## src/rtl/nv_nvdla_sdp_ro_cfifo_pkg.sv

```systemverilog
// Shared sizing helpers and configuration checks for the SDP reorder-path context FIFO.
package nv_nvdla_sdp_ro_cfifo_pkg;

  localparam int MIN_DEPTH = 2;
  localparam int MIN_WIDTH = 1;

  // Count width must cover DEPTH+1 (RAM plus optional output register).
  function automatic int cw_f(input int depth);
    return $clog2(depth + 2);
  endfunction

  function automatic bit is_pow2_f(input int v);
    return (v > 0) && ((v & (v - 1)) == 0);
  endfunction

  function automatic bit cfg_ok_f(input int width, input int depth);
    return (width >= MIN_WIDTH) && (depth >= MIN_DEPTH) && is_pow2_f(depth);
  endfunction

endpackage

```

## src/rtl/nv_nvdla_sdp_ro_cfifo_flopram.sv

```systemverilog
// DEPTH x WIDTH flop array: synchronous write, asynchronous read, no reset on storage.
module nv_nvdla_sdp_ro_cfifo_flopram
  import nv_nvdla_sdp_ro_cfifo_pkg::*;
#(
  parameter int WIDTH = 4,
  parameter int DEPTH = 4,
  localparam int AW = $clog2(DEPTH)
) (
  input  logic             clk_i,
  input  logic             we_i,
  input  logic [AW-1:0]    wa_i,
  input  logic [WIDTH-1:0] wd_i,
  input  logic [AW-1:0]    ra_i,
  output logic [WIDTH-1:0] rd_o,
  input  logic [31:0]      pwrbus_ram_pd_i
);

  logic [WIDTH-1:0] mem_q [DEPTH];
  logic             pwrbus_unused;

  // Power control is carried for the hard-macro swap; the flop model ignores it.
  assign pwrbus_unused = ^pwrbus_ram_pd_i;

  always_ff @(posedge clk_i) begin
    if (we_i) mem_q[wa_i] <= wd_i;
  end

  assign rd_o = mem_q[ra_i];

endmodule

```

## src/rtl/nv_nvdla_sdp_ro_cfifo_gen.sv

```systemverilog
// Flop-RAM context FIFO: 1-cycle write-to-read (2 with RD_REG), wr_prdy low while RAM full or flushing.
// Optional output register adds one entry of capacity; flush discards same-cycle push/pop.
module nv_nvdla_sdp_ro_cfifo_gen
  import nv_nvdla_sdp_ro_cfifo_pkg::*;
#(
  parameter int WIDTH  = 4,
  parameter int DEPTH  = 4,
  parameter int RD_REG = 0,
  localparam int CW    = cw_f(DEPTH)
) (
  input  logic             nvdla_core_clk_mgated,
  input  logic             nvdla_core_rstn,
  input  logic             wr_pvld,
  output logic             wr_prdy,
  input  logic [WIDTH-1:0] wr_pd,
  output logic             rd_pvld,
  input  logic             rd_prdy,
  output logic [WIDTH-1:0] rd_pd,
  input  logic             flush,
  input  logic [CW-1:0]    afull_thresh,
  output logic             afull,
  output logic [CW-1:0]    occ,
  output logic             clk_en_req,
  input  logic [31:0]      pwrbus_ram_pd
);

  localparam int            AW      = $clog2(DEPTH);
  localparam logic [CW-1:0] DEPTH_C = CW'(DEPTH);

  if (!cfg_ok_f(WIDTH, DEPTH)) begin : g_bad_cfg
    $error("nv_nvdla_sdp_ro_cfifo_gen: DEPTH must be a power of two >= 2 and WIDTH >= 1");
  end

  logic [AW-1:0]    wr_ptr_q, wr_ptr_d, rd_ptr_q, rd_ptr_d;
  logic [CW-1:0]    ram_cnt_q, ram_cnt_d;
  logic             ram_full_q, ram_full_d;
  logic             push, pop, ram_rd, ram_nempty, out_vld;
  logic [WIDTH-1:0] ram_rd_pd;

  assign ram_nempty = (ram_cnt_q != '0);
  assign wr_prdy    = !ram_full_q && !flush;
  assign push       = wr_pvld && wr_prdy;
  assign pop        = rd_pvld && rd_prdy;

  always_comb begin
    wr_ptr_d   = wr_ptr_q;
    rd_ptr_d   = rd_ptr_q;
    ram_cnt_d  = ram_cnt_q;
    ram_full_d = ram_full_q;
    if (flush) begin
      wr_ptr_d   = '0;
      rd_ptr_d   = '0;
      ram_cnt_d  = '0;
      ram_full_d = 1'b0;
    end else begin
      if (push)   wr_ptr_d = wr_ptr_q + AW'(1);
      if (ram_rd) rd_ptr_d = rd_ptr_q + AW'(1);
      ram_cnt_d  = ram_cnt_q + CW'(push) - CW'(ram_rd);
      ram_full_d = (ram_cnt_d == DEPTH_C);
    end
  end

  always_ff @(posedge nvdla_core_clk_mgated or negedge nvdla_core_rstn) begin
    if (!nvdla_core_rstn) begin
      wr_ptr_q   <= '0;
      rd_ptr_q   <= '0;
      ram_cnt_q  <= '0;
      ram_full_q <= 1'b0;
    end else begin
      wr_ptr_q   <= wr_ptr_d;
      rd_ptr_q   <= rd_ptr_d;
      ram_cnt_q  <= ram_cnt_d;
      ram_full_q <= ram_full_d;
    end
  end

  nv_nvdla_sdp_ro_cfifo_flopram #(
    .WIDTH (WIDTH),
    .DEPTH (DEPTH)
  ) u_ram (
    .clk_i           (nvdla_core_clk_mgated),
    .we_i            (push),
    .wa_i            (wr_ptr_q),
    .wd_i            (wr_pd),
    .ra_i            (rd_ptr_q),
    .rd_o            (ram_rd_pd),
    .pwrbus_ram_pd_i (pwrbus_ram_pd)
  );

  if (RD_REG != 0) begin : g_rd_reg
    logic             out_vld_q, out_vld_d;
    logic [WIDTH-1:0] out_pd_q, out_pd_d;

    // Refill whenever the register is empty or being drained this cycle.
    assign ram_rd = ram_nempty && (!out_vld_q || pop);

    always_comb begin
      out_vld_d = out_vld_q;
      out_pd_d  = out_pd_q;
      if (flush) begin
        out_vld_d = 1'b0;
      end else if (ram_rd) begin
        out_vld_d = 1'b1;
        out_pd_d  = ram_rd_pd;
      end else if (pop) begin
        out_vld_d = 1'b0;
      end
    end

    always_ff @(posedge nvdla_core_clk_mgated or negedge nvdla_core_rstn) begin
      if (!nvdla_core_rstn) begin
        out_vld_q <= 1'b0;
        out_pd_q  <= '0;
      end else begin
        out_vld_q <= out_vld_d;
        out_pd_q  <= out_pd_d;
      end
    end

    assign out_vld = out_vld_q;
    assign rd_pvld = out_vld_q;
    assign rd_pd   = out_pd_q;
  end else begin : g_rd_ram
    assign ram_rd  = pop;
    assign out_vld = 1'b0;
    assign rd_pvld = ram_nempty;
    assign rd_pd   = ram_rd_pd;
  end

  assign occ        = ram_cnt_q + CW'(out_vld);
  assign afull      = (occ >= afull_thresh);
  assign clk_en_req = wr_pvld || rd_pvld || flush || ram_nempty;

endmodule

```

## config.mk

```make
export PLATFORM = sky130hd
export DESIGN_NAME = nv_nvdla_sdp_ro_cfifo_gen
export DESIGN_NICKNAME = d
export VERILOG_FILES = /design/src/rtl/nv_nvdla_sdp_ro_cfifo_pkg.sv /design/src/rtl/nv_nvdla_sdp_ro_cfifo_flopram.sv /design/src/rtl/nv_nvdla_sdp_ro_cfifo_gen.sv
export SDC_FILE = /design/constraint.sdc
export NUM_CORES = 1
export LEC_CHECK = 0
export CAP_MARGIN = 15
export CORE_ASPECT_RATIO = 0.7
export CORE_MARGIN = 2
export CORE_UTILIZATION = 50
export CTS_CLUSTER_DIAMETER = 200
export DETAILED_ROUTE_END_ITERATION = 6
export DONT_BUFFER_PORTS = 1
export PLACE_DENSITY = 0.74
export SYNTH_ARGS = -nofsm -noshare
export SYNTH_HDL_FRONTEND = slang
export SYNTH_SLANG_ARGS = --single-unit
```

## constraint.sdc

```tcl
create_clock -name nvdla_core_clk_mgated -period 2.5 [get_ports nvdla_core_clk_mgated]
set_input_delay 0.75 -clock nvdla_core_clk_mgated [delete_from_list [all_inputs] [get_ports nvdla_core_clk_mgated]]
set_output_delay 0.75 -clock nvdla_core_clk_mgated [all_outputs]
set_load 0.03 [all_outputs]
```

==> run_results.csv <==
group,metric,value,unit
power,power.leakage,0.000507,µW
route,met1_length,757,µm
critical_path,cp.arrival,1630,ps
floorplan,die_x,61.0,µm
route,met3_length,75,µm
timing,period_minus_slack,2380,ps
synth,synthesis.nets,130,
cts,clk_pin_slew,130,ps
cts,cts_setup_buffers,0,
critical_path,cp_common_cell,"or3_4",
route,antenna_left,0,
cts,holdBufCountCts,0,
outcome,status,"finished, final reports clean",
power,power.share.clock,0.217,
synth,ys.warnings.count,0,
cts,clk_latency,310,ps
timing,max_slew_margin,0.638,
critical_path,crit-reg2reg-launch,"ram_cnt_q[0]",
route,dr_total_vias,555,
power,sw_frac_of_total,0.342,
floorplan,core_region_area,0.00215,mm²
cts,ctsHtreeMaxLevel,1,
timing,setup_ws,117,ps
route,initialDrtViolationCount,9,
critical_path,crit_chain,"or3_4, or3_4",
timing,finalHoldViolCount,0,
placed_design,port_buffers,0,
synth,netlist_area,0.00114,mm²
critical_path,worst-path-max-fanout,6,
floorplan,fp-row-count,14,
critical_path,critPathTopFamily,"simple AND/OR/NAND/NOR gates",
route,wl_met2,740,µm
finish,fin_nets,137,
route,highest_layer,"met4",
route,drc_errors,0,
global_routing,grt_pass1_vias,592,
route,wire_per_inst,13.9,µm
critical_path,crit_required,1750,ps
global_routing,grtUsageTotal,0.154,
critical_path,path_buf_inv,0,
cts,cts_tree,"done",
timing,slew_viol_final,0,
timing,clock_skew,8.79,ps
power,p_per_area,997,mW/mm²
finish,layout-drive-gt1-share,0.232,
power,internal_power,829,µW
synth,synth-seq-cells,24,
finish,areaGrowthSynthToFinish,11.1,%
synth,synth_top_area_cell,"edfxtp_1",
global_routing,grt-ovfl-total,0,
power,p_comb_frac,0.357,
timing,fmax,0.420,GHz
floorplan,fp.dieH,43.9,µm
global_routing,grt_start_max_net_pins,15,
power,vdd_drop_max,0.433,mV
synth,synth_cell_types,23,
synth,syn_avg_cell_area,15.0,µm²
power,power_frac_seq,0.426,
critical_path,r2r_slack,310,ps
cts,cts_resized,0,
critical_path,r2r_cells,8,
cts,clock_path_buffers,2,
cts,cts_made_buffers,3,
worst_hold_path,timing.hold.worst.class,"in2async",
route,drtPass1Iterations,2,
critical_path,start_kind,"flop",
floorplan,io_pins,55,
power,switchingPower,431,µW
timing,rsz0062_at_grt,"no",
timing,fin_crit_sh,0.953,
global_routing,antenna_found_initial,0,
placed_design,dpl.hpwl,1220,µm
synth,synth_seq_area_share,0.598,
timing,fin_setup_tns,0,ps
synth,synth_area_leaders,"edfxtp_1 42%, dfrtp_1 18%, ha_1 9.9%",
floorplan,start_util,0.528,
route,vias_per_cell,4.87,
critical_path,r2r_end,"ram_full_q",
synth,syn_inst,76,
floorplan,dieArea,0.00268,mm²
finish,nFillCells,178,
cts,root_buffer,"clkbuf_4",
critical_path,crit_type,"reg2out",
synth,synth_top_area_share,0.422,
timing,tightest_slew,542,ps
finish,diodes,0,
timing,setup_violations,0,
placed_design,globalplace.congestion,0.685,
route,wl,1590,µm
job,drv_cap,0,
critical_path,max_stage_delay,460,ps
critical_path,worstSetupEndpointType,"primary output",
global_routing,grt_pass1_wl,2850,µm
cts,clock-sinks,24,
placed_design,pre_cts_slack,143,ps
critical_path,critPathSlowestCell,"dfrtp_2",
-- synth_stat cells, drive strengths merged --
master  number
nand2        1
ha           9
dfrtp        8
nor4b        1
nor2b        2
xnor2        3
nor2         6
o311ai       1
fa           1
and2         4
a21o         2
xor2         2
mux4         4
clkbuf       1
or3          2
edfxtp      16
nor3b        1
nand2b       1
inv          8
buf          1
o31ai        1
o31a         1
-- cells by family (layout without fill, tap and decap cells) --
family,count (synthesis),after routing,synth area share
buffers and inverters,10,16,0.0341
AO/OA/AOI/OAI,5,5,0.0363
XOR/XNOR,5,5,0.0385
AND/OR/NAND/NOR,18,18,0.0968
multiplexers,4,4,0.0792
adder cells (fa/ha/maj),10,10,0.117
flip-flops,24,24,0.598
-- power by group through the flow --
| stage | clock, µW | combinational (µW) | sequential, µW |
|---|---|---|---|
| after floorplan | 0 | 370 | 552 |
| after global placement | 0 | 443 | 546 |
| after detailed placement | 0 | 449 | 547 |
| after CTS | 282 | 452 | 538 |
| after global routing | 296 | 493 | 553 |
| final | 273 | 450 | 537 |
-- state kept, by name (all words and copies together) (netlist names) --
name	cells
ram_cnt_q	3
ram_full_q	1
rd_ptr_q	2
u_ram.mem_q	16
wr_ptr_q	2
-- final cells by class --
| type | instances | area (µm²) | share of cell area |
|---|---|---|---|
| repair buffers | 4 | 30.0 | 0.0238 |
| flip-flops and latches | 24 | 682 | 0.540 |
| clock buffers | 3 | 22.5 | 0.0178 |
| well taps | 32 | 40.0 | 0.0317 |
| clock inverters | 1 | 30.0 | 0.0238 |
| multi-input cells | 42 | 429 | 0.340 |
| inverters | 8 | 30.0 | 0.0238 |
-- how the worst max path moves through the flow --
stage	depth (start not counted)	startpoint	slack, ps	to
2_1_floorplan	9	flush	140	ram_full_q
3_3_place_gp	9	flush	150	ram_full_q
3_5_place_dp	4	afull_thresh[0]	140	afull
4_1_cts	2	ram_cnt_q[0]	20	clk_en_req
5_1_grt	5	ram_cnt_q[0]	5	afull
6_report	2	ram_cnt_q[0]	120	clk_en_req
-- routing by layer --
metal | global-route usage | up-vias
met5 | 0 | -
met2 | 0.224 | 11
met1 | 0.215 | 260
met3 | 0.0687 | 2
met4 | 0.0391 | 0
li1 | - | 282
-- through the flow --
stage	hold WS, ps	total power [µW]	utilization	instances	instance area (µm²)
floorplan	454	922	-	76	1140
global placement	455	989	0.559	110	1200
detailed placement	455	996	0.559	110	1200
CTS	100	1270	0.583	114	1260
global route	78.4	1340	0.587	114	1260
finish	108	1260	0.587	114	1260
-- cells in the final DEF (no fill, tap or decap), drive strengths merged --
cell,synthesis,routed
buf,1,4
edfxtp,16,16
nor2b,2,2
and2,4,4
o31ai,1,1
or3,2,2
dfrtp,8,8
nor3b,1,1
ha,9,9
xnor2,3,3
nor2,6,6
nor4b,1,1
o311ai,1,1
fa,1,1
bufinv,0,1
clkbuf,1,3
inv,8,8
o31a,1,1
nand2,1,1
mux4,4,4
xor2,2,2
nand2b,1,1
a21o,2,2
Note: power is estimated with default switching activity, not from simulation.
